[src/rtl/seg7_scan_if.sv]
// seg7_scan_if: bus bundle for the four-digit seven-segment scanner.
// The master side drives the word, load strobe and blank level.
// The slave side (seg7_scan) drives the anode, segment, dp and frame_done outputs.
interface seg7_scan_if;
    logic [15:0] value;
    logic        load;
    logic        blank;
    logic [3:0]  an;
    logic [6:0]  seg;
    logic        dp;
    logic        frame_done;

    modport master (
        output value, load, blank,
        input  an, seg, dp, frame_done
    );

    modport slave (
        input  value, load, blank,
        output an, seg, dp, frame_done
    );
endinterface

[src/rtl/seg7_scan.sv]
// seg7_scan: four-digit multiplexed seven-segment driver.
// It double-buffers a 16-bit word through a shadow register and a display register.
// The display register is refreshed only at frame boundaries, so digits never tear.
// Optional macro SEG7_LEADING_ZERO_BLANK_EN turns off leading-zero digits k>=1.
// The blanking decision is taken from the display register.
module seg7_scan #(
    parameter int unsigned REFRESH_DIV = 100000
) (
    input  logic         clk,
    input  logic         reset,
    seg7_scan_if.slave   bus
);

    localparam int unsigned CNT_W = 20;
    localparam int unsigned IDX_W = 2;
    localparam logic [CNT_W-1:0] CNT_MAX = CNT_W'(REFRESH_DIV - 1);

    logic [CNT_W-1:0] cnt_q, cnt_d;
    logic [IDX_W-1:0] idx_q, idx_d;
    logic [15:0]      shadow_q, shadow_d;
    logic [15:0]      disp_q, disp_d;
    logic [3:0]       an_q, an_d;
    logic [6:0]       seg_q, seg_d;
    logic             dp_q, dp_d;
    logic             frame_done_q, frame_done_d;

    logic             tick;
    logic             wrap;
    logic [3:0]       nib;
    logic             lz_dark;

    // Hex nibble to active-low {g,f,e,d,c,b,a}
    function automatic logic [6:0] hex_to_seg(input logic [3:0] n);
        logic [6:0] s;
        case (n)
            4'h0: s = 7'h40;
            4'h1: s = 7'h79;
            4'h2: s = 7'h24;
            4'h3: s = 7'h30;
            4'h4: s = 7'h19;
            4'h5: s = 7'h12;
            4'h6: s = 7'h02;
            4'h7: s = 7'h78;
            4'h8: s = 7'h00;
            4'h9: s = 7'h10;
            4'hA: s = 7'h08;
            4'hB: s = 7'h03;
            4'hC: s = 7'h46;
            4'hD: s = 7'h21;
            4'hE: s = 7'h06;
            default: s = 7'h0E;
        endcase
        return s;
    endfunction

    // Slot divider and digit index; a wrap is the tick that leaves digit 3
    always_comb begin
        tick  = (cnt_q == CNT_MAX);
        cnt_d = tick ? '0 : cnt_q + CNT_W'(1);
        idx_d = tick ? idx_q + IDX_W'(1) : idx_q;
        wrap  = tick && (idx_q == IDX_W'(3));
    end

    // Shadow takes every load; display takes the shadow at the boundary (load bypasses)
    always_comb begin
        shadow_d = bus.load ? bus.value : shadow_q;
        disp_d   = wrap ? shadow_d : disp_q;
    end

    // Output stage follows the next index so outputs move one clock after the tick
    always_comb begin
        nib     = 4'h0;
        lz_dark = 1'b0;
        case (idx_d)
            2'd0: nib = disp_d[3:0];
            2'd1: nib = disp_d[7:4];
            2'd2: nib = disp_d[11:8];
            default: nib = disp_d[15:12];
        endcase
`ifdef SEG7_LEADING_ZERO_BLANK_EN
        case (idx_d)
            2'd1: lz_dark = (disp_d[15:4] == 12'h000);
            2'd2: lz_dark = (disp_d[15:8] == 8'h00);
            2'd3: lz_dark = (disp_d[15:12] == 4'h0);
            default: lz_dark = 1'b0;
        endcase
`endif
        an_d = ~(4'b0001 << idx_d);
        if (bus.blank || lz_dark) begin
            an_d = 4'hF;
        end
        seg_d        = hex_to_seg(nib);
        dp_d         = 1'b1;
        frame_done_d = wrap;
    end

    // State and output registers
    always_ff @(posedge clk or posedge reset) begin
        if (reset) begin
            cnt_q        <= '0;
            idx_q        <= '0;
            shadow_q     <= '0;
            disp_q       <= '0;
            an_q         <= 4'hF;
            seg_q        <= 7'h7F;
            dp_q         <= 1'b1;
            frame_done_q <= 1'b0;
        end else begin
            cnt_q        <= cnt_d;
            idx_q        <= idx_d;
            shadow_q     <= shadow_d;
            disp_q       <= disp_d;
            an_q         <= an_d;
            seg_q        <= seg_d;
            dp_q         <= dp_d;
            frame_done_q <= frame_done_d;
        end
    end

    assign bus.an         = an_q;
    assign bus.seg        = seg_q;
    assign bus.dp         = dp_q;
    assign bus.frame_done = frame_done_q;

endmodule

[src/flat_wrapper.sv]
// flat-port wrapper written by rule: the top's interface ports become plain ports
module seg7_scan_flat 
#(
    parameter int unsigned REFRESH_DIV = 100000
)
  (clk, reset, bus_value, bus_load, bus_blank, bus_an, bus_seg, bus_dp, bus_frame_done);
  seg7_scan_if bus_i ();
  input  logic clk;
  input  logic reset;
  input wire logic [$bits(bus_i.value)-1:0] bus_value;
  input wire logic [$bits(bus_i.load)-1:0] bus_load;
  input wire logic [$bits(bus_i.blank)-1:0] bus_blank;
  output wire logic [$bits(bus_i.an)-1:0] bus_an;
  output wire logic [$bits(bus_i.seg)-1:0] bus_seg;
  output wire logic [$bits(bus_i.dp)-1:0] bus_dp;
  output wire logic [$bits(bus_i.frame_done)-1:0] bus_frame_done;
  assign bus_i.value = bus_value;
  assign bus_i.load = bus_load;
  assign bus_i.blank = bus_blank;
  assign bus_an = bus_i.an;
  assign bus_seg = bus_i.seg;
  assign bus_dp = bus_i.dp;
  assign bus_frame_done = bus_i.frame_done;
  seg7_scan #(.REFRESH_DIV(REFRESH_DIV)) u_core (.clk(clk), .reset(reset), .bus(bus_i));
endmodule
[config.mk]
export PLATFORM = sky130hd
export DESIGN_NAME = seg7_scan_flat
export DESIGN_NICKNAME = d
export VERILOG_FILES = /design/src/rtl/seg7_scan_if.sv /design/src/rtl/seg7_scan.sv /design/src/flat_wrapper.sv
export SDC_FILE = /design/constraint.sdc
export NUM_CORES = 1
export LEC_CHECK = 0
export CAP_MARGIN = 30
export CORE_MARGIN = 2
export CORE_UTILIZATION = 30
export DETAILED_ROUTE_END_ITERATION = 12
export PLACE_DENSITY = 0.52
export RECOVER_POWER = 25
export SETUP_SLACK_MARGIN = 0.02
export SKIP_LAST_GASP = 1
export SLEW_MARGIN = 10
export SYNTH_ARGS = -nofsm -noshare
export SYNTH_HDL_FRONTEND = slang
export SYNTH_SLANG_ARGS = --single-unit
[constraint.sdc]
create_clock -name clk -period 7.7 [get_ports clk]
set_input_delay 0.77 -clock clk [delete_from_list [all_inputs] [get_ports clk]]
set_output_delay 0.77 -clock clk [all_outputs]
set_load 0.01 [all_outputs]
==> results of run 1 <==
-- worst register-to-register path: stages, from the launching register on --
cell and delay, ps:
dfrtp_1 440, nor4b_4 330, and4_1 390, nand3_2 490, mux2_4 480, mux4_2 560
inv_1 170, ha_1 280, or3_1 140, a21oi_1 60, nor4_1 280
-- where the power goes --
group	total, W	internal, W	switching (W)
Sequential	0.000369	0.000365	0.00000465
Combinational	0.0000676	0.0000349	0.0000327
Clock	0.000302	0.000154	0.000148
-- worst min-delay path by stage --
stage                            from                end  slack (ps)  cells after the start
finish                u_core.cnt_q[0]    u_core.cnt_q[0]         480                      1
global route         u_core.cnt_q[13]   u_core.cnt_q[13]         510                      1
global placement     u_core.disp_q[8]   u_core.disp_q[8]         460                      2
CTS                   u_core.cnt_q[0]    u_core.cnt_q[0]         490                      1
detailed placement  u_core.disp_q[12]  u_core.disp_q[12]         470                      2
floorplan            u_core.disp_q[4]   u_core.disp_q[4]         450                      2
-- cell type report --
| type | instances | area, µm² | area share |
|---|---|---|---|
| tap | 136 | 170 | 0.0440 |
| clock inverter | 7 | 81.3 | 0.0210 |
| multi-input combinational | 183 | 1470 | 0.380 |
| sequential | 66 | 1670 | 0.430 |
| clock buffer | 9 | 124 | 0.0320 |
| inverter | 12 | 45.0 | 0.0116 |
| timing repair buffer | 32 | 314 | 0.0812 |
-- flip-flops by register name, indices dropped and copies added (netlist names) --
signal / cells
u_core.idx_q: 2
u_core.bus.seg: 7
u_core.cnt_q: 20
u_core.shadow_q: 16
u_core.bus.an: 4
u_core.disp_q: 16
u_core.bus.frame_done: 1
-- per-layer routing --
| metal | share of wire | GRT usage | routed length [µm] | up-vias |
|---|---|---|---|---|
| met5 | 0 | 0 | 0 | - |
| met4 | 0.017 | 0.0421 | 106 | 0 |
| met3 | 0.043 | 0.0392 | 272 | 13 |
| met2 | 0.47 | 0.198 | 3000 | 38 |
| met1 | 0.47 | 0.148 | 2940 | 1077 |
| li1 | - | - | - | 1037 |
-- cell usage in the layout, fill, tap and decap left out, types with 3 or more instances in the layout --
cell type	synthesis	routed
nand3_1	11	11
and4_1	4	4
o21ai_0	6	6
nor3_1	4	4
a21oi_1	7	7
or3_1	6	6
xnor2_1	13	13
dfstp_2	11	11
clkbuf_8	0	9
dfrtp_1	55	55
mux2i_1	14	14
inv_1	11	10
mux4_2	3	3
xor2_1	5	5
ha_1	8	8
nand2_1	17	17
nand4_1	8	8
clkdlybuf4s50_1	0	30
mux2_2	22	22
nor2_1	16	16
and3_1	3	3
inv_6	0	4
-- cells by family (layout without fill, tap and decap cells) --
| logic type | count (synthesis) | count (layout) | synth area share |
|---|---|---|---|
| flops | 66 | 66 | 0.513 |
| other cells | 1 | 1 | 0.00116 |
| xor+xnor | 18 | 18 | 0.0486 |
| mux | 41 | 41 | 0.150 |
| simple gates | 84 | 84 | 0.150 |
| compound gates | 31 | 31 | 0.0729 |
| fa+ha+maj | 8 | 8 | 0.0309 |
| buf+inv | 22 | 60 | 0.0339 |
-- stage by stage --
step / hold slack [ps] / utilization
2_1_floorplan: 445 / -
3_3_place_gp: 464 / 0.352
3_5_place_dp: 471 / 0.352
4_1_cts: 488 / 0.372
5_1_grt: 512 / 0.371
6_report: 483 / 0.371
==> results.json, run 1 <==
{
  "final_hold_viol_count": 0,
  "area_delta_synth_final_pct": 19.2,
  "cpMaxStageDelayCell": "clkbuf_1",
  "reg2reg_slack_ps": 3980,
  "die_h_um": 108,
  "synth_cells": 271,
  "drc": 0,
  "cts.clk_slew.worst_paths_ps": 70,
  "instances_no_fill": 445,
  "crit_end": "u_core.disp_q[3]",
  "track_usage": 0.120,
  "cts_tree": "done",
  "peakVddDrop_mv": 0.0828,
  "grt_overflow_total": 0,
  "rr_endpoint": "u_core.bus.seg[0]",
  "yosys_warnings": 0,
  "critPathKind": "in2async",
  "critPathLaunch": "reset",
  "nFillCells": 1024,
  "p_per_area_nw_per_um2": 191,
  "r2r_cells": 10,
  "die_x_um": 108,
  "io_buffers": 31,
  "design.portCount": 33,
  "finalClockSkew_ps": 8.97,
  "cp_slowest_stage_delay_ps": 2440,
  "via_per_inst": 4.87,
  "cts_hold_buf": 0,
  "grt_pass1_wl_um": 10900,
  "syn-cell-area_um2": 3240,
  "dr.pass1.iters": 5,
  "place_inst": 429,
  "timing.final.crit_share": 0.541,
  "layout-drive-gt1-share": 0.207,
  "place_area_um2": 3670,
  "yosys.area.top_type": "dfrtp_1",
  "rsz0062_at_grt": "false",
  "slew-limit-headroom": -1.33,
  "yosysTopAreaCellShare": 0.424,
  "cts_made_buffers": 9,
  "die_area_um2": 11700,
  "ant_nets": 0,
  "ys_seq_area_frac": 0.513,
  "syn_area_per_cell_um2": 12.0,
  "synthTopCellsByCount": "dfrtp_1, mux2_2, nand2_1",
  "core_area_um2": 10400,
  "clock_path_buffers": 2,
  "tightestPinTransition_ps": 3490,
  "rows": 37,
  "end_kind": "asynchronous set/reset pin",
  "htree_num_levels": 3,
  "outcome": "finished, violations left",
  "setup_violations": 0,
  "vias": 2165,
  "grt_start_max_net_pins": 67,
  "synth-async-reset-ratio": 1.00,
  "dp_hpwl_um": 4330,
  "post-cts-setup-buffers": 0,
  "slew_viol_final": 67,
  "grt_pass1_vias": 2291,
  "syn-num-nets": 299,
  "crit_arrival_ps": 3840,
  "finalCriticalPeriod_ps": 4170,
  "ys_types": 52,
  "path_max_fanout": 66,
  "fmax_ghz": 0.240,
  "antenna_found_initial": 0,
  "post_cts_resized": 0,
  "cellLeakagePower_nw": 1.67,
  "worst-path-buf-inv": 3,
  "design_area_um2": 3870,
  "routed_wl_um": 6310,
  "finalWorstSetupSlack_ps": 3530,
  "nets": 332,
  "crit_cells": 3,
  "min_path_type": "reg2reg",
  "total_power_w": 0.000739,
  "cts-root-buf": "clkbuf_8",
  "clock_latency_ps": 350,
  "path_cells": "dlygate4sd3_1, clkinv_1, clkbuf_1",
  "finalSetupTns_ps": 0,
  "startpoint_type": "input port",
  "max-cap-violations": 1,
  "dp_slack_ps": 3650,
  "ys_ff_latch": 66,
  "antenna_cells": 0,
  "r2r_start": "u_core.cnt_q[14]",
  "cts.sinks": 66,
  "crit_family": "buffers and inverters",
  "drt_iter0_markers": 85,
  "synth_area_leaders": "dfrtp_1, dfstp_2, mux2_2, mux2i_1, xnor2_1",
  "violations": "max-capacitance violations, max-slew violations",
  "synth-main-ff-cell": "dfrtp_1",
  "avgRoutedWirePerCell_um": 14.2,
  "yosysMostFrequentCell": "dfrtp_1",
  "synth_edf_count": 0,
  "place_congestion": 0.756,
  "initial_core_util": 0.311,
  "cp.required_ps": 7370
}
Note: power is estimated with default switching activity, not from simulation.
==> run 2: changes to the inputs <==
==> constraint.sdc (replaced) <==
create_clock -name clk -period 4 [get_ports clk]
set_input_delay 0.4 -clock clk [delete_from_list [all_inputs] [get_ports clk]]
set_output_delay 0.4 -clock clk [all_outputs]
set_load 0.01 [all_outputs]
==> run 2 against run 1 <==
The flow still finishes with violations (max-capacitance violations, max-slew violations). Final area up 1.1%. Sequential power rose by 92%. Clock skew grew 3.8 ps. Flip-flop and latch count unchanged. Clock power up 89%. Non-clock buffer count rose by 6. Combinational power grew 97%. Critical endpoint is now u_core.bus.seg[0]. Largest cell class unchanged.
==> results.json, run 2 (synthesis results as in run 1) <==
{
  "die_x_um": 108,
  "tightestPinTransition_ps": 1750,
  "final_hold_viol_count": 0,
  "initial_core_util": 0.311,
  "largest_register": "u_core.cnt_q",
  "design.portCount": 33,
  "grt_start_max_net_pins": 33,
  "worst-path-buf-inv": 1,
  "place_inst": 435,
  "cts_hold_buf": 0,
  "crit_family": "simple AND/OR/NAND/NOR gates",
  "dr.pass1.iters": 4,
  "drt_iter0_markers": 104,
  "path_cells": "nor3_1, and4_1, nand3_2, mux2_4, mux4_2, inv_1, ha_1, or3_1, a21oi_1, nor4_1",
  "drc": 0,
  "avgRoutedWirePerCell_um": 14.6,
  "cts_tree": "done",
  "nets": 338,
  "area_delta_synth_final_pct": 20.5,
  "p_per_area_nw_per_um2": 362,
  "final_common_cell": "dfrtp_1",
  "routed_wl_um": 6570,
  "track_usage": 0.128,
  "clock_path_buffers": 2,
  "combPwrFrac": 0.094,
  "post-cts-setup-buffers": 0,
  "internal_power_w": 0.00106,
  "reg.largest.list": "u_core.cnt_q x20, u_core.disp_q x16, u_core.shadow_q x16",
  "nFillCells": 1038,
  "antenna_found_initial": 0,
  "grt_overflow_total": 0,
  "path_max_fanout": 9,
  "cts_made_buffers": 9,
  "crit_arrival_ps": 3660,
  "outcome": "finished, violations left",
  "rows": 37,
  "vias": 2167,
  "htree_num_levels": 3,
  "place_congestion": 0.794,
  "largest_reg_flops": 20,
  "finalSetupTns_ps": 0,
  "p_switching_w": 0.000352,
  "via_per_inst": 4.80,
  "finalCriticalPeriod_ps": 3410,
  "fmax_ghz": 0.293,
  "end_kind": "flop",
  "ant_nets": 0,
  "cts.sinks": 66,
  "cts.clk_slew.worst_paths_ps": 80,
  "p_clk_frac": 0.404,
  "most-common-layout-cells": "dfrtp_1, clkdlybuf4s50_1, mux2_2",
  "startpoint_type": "flop",
  "p_sw_frac": 0.249,
  "rsz0062_at_grt": "false",
  "die_area_um2": 11700,
  "max-cap-violations": 1,
  "setup_violations": 0,
  "cp.required_ps": 4260,
  "clock_latency_ps": 350,
  "cts-root-buf": "clkbuf_8",
  "cellLeakagePower_nw": 1.71,
  "die_h_um": 108,
  "grt_pass1_vias": 2326,
  "post_cts_resized": 0,
  "peakVddDrop_mv": 0.175,
  "timing.final.crit_share": 0.852,
  "instances_no_fill": 451,
  "critPathKind": "reg2reg",
  "layout-drive-gt1-share": 0.222,
  "core_area_um2": 10400,
  "cpMaxStageDelayCell": "mux4_2",
  "slew-limit-headroom": -0.165,
  "io_buffers": 31,
  "seq_power_share": 0.502,
  "grt_pass1_wl_um": 11400,
  "slew_viol_final": 33,
  "finalClockSkew_ps": 12.7,
  "violations": "max-capacitance violations, max-slew violations",
  "dp_hpwl_um": 4630,
  "cp_slowest_stage_delay_ps": 550,
  "min_path_type": "reg2reg",
  "antenna_cells": 0,
  "fin_util": 0.375
}
[run 2: per-stage QoR]
step / cell area (µm²) / worst slack [ps] / power [W] / hold WS (ps)
after floorplan: 3240 / 1010 / 0.000803 / 445
after global placement: 3700 / 604 / 0.000859 / 465
after detailed placement: 3720 / 528 / 0.000862 / 469
after CTS: 3930 / 521 / 0.00145 / 376
after global routing: 3910 / 274 / 0.00149 / 507
final: 3910 / 591 / 0.00142 / 481
[run 2: final timing paths]
path,startpoint,to,slack (ps),depth (start not counted)
worst max-delay path,u_core.cnt_q[6],u_core.bus.seg[0],590,10
worst min-delay path,u_core.disp_q[0],u_core.disp_q[0],480,2
worst max register to register,u_core.cnt_q[6],u_core.bus.seg[0],590,10
worst min register to register,u_core.disp_q[0],u_core.disp_q[0],480,2
max in group asynchronous,reset,u_core.shadow_q[15],1330,3
min in group asynchronous,reset,u_core.shadow_q[9],610,2
[run 2: cell type report]
| type | instances | area [µm²] | share of cell area |
|---|---|---|---|
| multi-input combinational | 183 | 1470 | 0.376 |
| inverter | 12 | 45.0 | 0.0115 |
| tap | 136 | 170 | 0.0435 |
| clock inverter | 7 | 77.6 | 0.0198 |
| clock buffer | 9 | 124 | 0.0317 |
| sequential | 66 | 1670 | 0.426 |
| timing repair buffer | 38 | 359 | 0.0918 |
[run 2: routing by layer]
layer	GRT usage	vias to the layer above	wire [µm]
li1	-	1046	-
met1	0.157	1076	3060
met2	0.210	38	3160
met3	0.0386	7	291
met4	0.0495	0	59
met5	0	-	0
[run 2: power groups by stage]
stage | Combinational, W | Clock, W | Sequential [W]
final | 0.000133 | 0.000572 | 0.000710
after global routing | 0.000149 | 0.000625 | 0.000714
after CTS | 0.000139 | 0.000598 | 0.000711
after detailed placement | 0.000138 | 0 | 0.000723
after global placement | 0.000135 | 0 | 0.000723
after floorplan | 0.0000784 | 0 | 0.000725
[run 2: worst register-to-register path, delay by kind of cell, from the launching register on]
family / cells / cell delay (ps)
buffers and inverters: 1 / 150
AND/OR/NAND/NOR: 5 / 1440
AO/OA/AOI/OAI: 1 / 60
adder cells (fa/ha/maj): 1 / 270
flip-flops: 1 / 440
multiplexers: 2 / 950
==> run 3: changes to the inputs <==
--- a/config.mk
+++ b/config.mk
@@ -6,7 +6,6 @@
 export NUM_CORES = 1
 export LEC_CHECK = 0
 export CAP_MARGIN = 30
-export CORE_MARGIN = 2
 export CORE_UTILIZATION = 30
 export DETAILED_ROUTE_END_ITERATION = 12
 export PLACE_DENSITY = 0.52
==> run 3 against run 2 <==
The run now ends clean. Count of clock-buffer cells in the layout increased by 2. Final area stayed put. Die area down 3.7%. Sequential share of layout area stayed put. Highest routed layer unchanged.
==> results.json, run 3 (synthesis results as in run 1) <==
{
  "outcome": "complete, no violations",
  "peakVddDrop_mv": 0.179,
  "die_h_um": 106,
  "io_buffers": 31,
  "timing.final.crit_share": 0.846,
  "htree_num_levels": 3,
  "max-cap-violations": 0,
  "crit_cells": 10,
  "dp_hpwl_um": 4730,
  "via_per_inst": 4.78,
  "initial_core_util": 0.311,
  "crit_arrival_ps": 3640,
  "nets": 336,
  "ant_nets": 0,
  "min_path_type": "reg2reg",
  "post-cts-setup-buffers": 0,
  "critPathKind": "reg2reg",
  "cpMaxStageDelayCell": "mux4_2",
  "clock_latency_ps": 350,
  "place_congestion": 0.746,
  "most-common-layout-cells": "dfrtp_1, clkdlybuf4s50_1, mux2_2",
  "cts.sinks": 66,
  "cts-root-buf": "clkbuf_8",
  "path_cells": "nor3_1, and4_1, nand3_2, mux2_4, mux4_2, inv_1, ha_1, or3_1, a21oi_1, nor4_1",
  "layout-drive-gt1-share": 0.208,
  "largest_register": "u_core.cnt_q",
  "rows": 37,
  "finalClockSkew_ps": 15.3,
  "vias": 2146,
  "cts_made_buffers": 9,
  "rsz0062_at_grt": "false",
  "setup_violations": 0,
  "post_cts_resized": 0,
  "cp_slowest_stage_delay_ps": 550,
  "startpoint_type": "flop",
  "end_kind": "flop",
  "slew-limit-headroom": 0.254,
  "grt_pass1_wl_um": 11500,
  "die_x_um": 106,
  "p_per_area_nw_per_um2": 366,
  "core_area_um2": 10400,
  "final_common_cell": "dfrtp_1",
  "largest_reg_flops": 20,
  "cts.clk_slew.worst_paths_ps": 80,
  "r2r_cells": 10,
  "cp.required_ps": 4260,
  "grt_overflow_total": 0,
  "final_hold_viol_count": 0,
  "clock_path_buffers": 2,
  "avgRoutedWirePerCell_um": 14.9,
  "cellLeakagePower_nw": 1.71,
  "slew_viol_final": 0,
  "tightestPinTransition_ps": 1120,
  "finalSetupTns_ps": 0,
  "nFillCells": 1026,
  "min_path_cells": 1,
  "finalCriticalPeriod_ps": 3390,
  "drt_iter0_markers": 61,
  "reg.largest.list": "u_core.cnt_q x20, u_core.disp_q x16, u_core.shadow_q x16",
  "dr.pass1.iters": 4,
  "die_area_um2": 11200,
  "worst-path-buf-inv": 1,
  "area_delta_synth_final_pct": 20.5,
  "grt_pass1_vias": 2204,
  "path_max_fanout": 9,
  "crit_family": "simple AND/OR/NAND/NOR gates",
  "cts_hold_buf": 0,
  "grt_start_max_net_pins": 38,
  "design.portCount": 33,
  "antenna_cells": 0,
  "reg2reg_slack_ps": 610,
  "fmax_ghz": 0.295,
  "routed_wl_um": 6710,
  "fin_util": 0.375,
  "cts_tree": "done",
  "antenna_found_initial": 0,
  "drc": 0,
  "track_usage": 0.133
}
[run 3: worst reg2reg max path: stages, from the launching register on]
cell	delay, ps
dfrtp_1	450
nor3_1	300
and4_1	400
nand3_2	320
mux2_4	400
mux4_2	550
inv_1	150
ha_1	270
or3_1	140
a21oi_1	60
nor4_1	280
[run 3: metrics by stage]
| step | total power, W | instances | instance area, µm² | worst slack, ps | hold slack [ps] |
|---|---|---|---|---|---|
| floorplan | 0.000803 | 271 | 3240 | 1010 | 445 |
| global placement | 0.000858 | 433 | 3700 | 603 | 467 |
| detailed placement | 0.000860 | 433 | 3700 | 532 | 475 |
| CTS | 0.00146 | 449 | 3910 | 601 | 463 |
| global route | 0.00151 | 449 | 3910 | 372 | 504 |
| finish | 0.00143 | 449 | 3910 | 614 | 483 |
[run 3: path summary, 6_finish.rpt]
check                                   endpoint                from
setup / recovery               u_core.bus.seg[0]     u_core.cnt_q[6]
hold / removal                u_core.shadow_q[5]  u_core.shadow_q[5]
setup reg to reg               u_core.bus.seg[0]     u_core.cnt_q[6]
hold reg to reg               u_core.shadow_q[5]  u_core.shadow_q[5]
max in group asynchronous  u_core.bus.frame_done               reset
min in group asynchronous       u_core.cnt_q[13]               reset
[run 3: routing by layer]
| layer | vias up | GRT usage | wire [µm] |
|---|---|---|---|
| met1 | 1065 | 0.172 | 3180 |
| met2 | 37 | 0.212 | 3200 |
| li1 | 1039 | - | - |
| met3 | 5 | 0.0356 | 261 |
| met5 | - | 0 | 0 |
| met4 | 0 | 0.0486 | 66 |
[run 3: area by class of cell]
class	instances	area (µm²)	share of cell area
well taps	136	170	0.0435
clock inverters	5	61.3	0.0157
clock buffers	11	151	0.0387
inverters	12	45.0	0.0115
repair buffers	36	348	0.0890
flip-flops and latches	66	1670	0.426
multi-input cells	183	1470	0.376
[run 3: where the power goes]
| part | switching (W) | internal (W) |
|---|---|---|
| sequential | 0.00000876 | 0.000702 |
| combinational | 0.0000658 | 0.0000669 |
| clock | 0.000264 | 0.000325 |
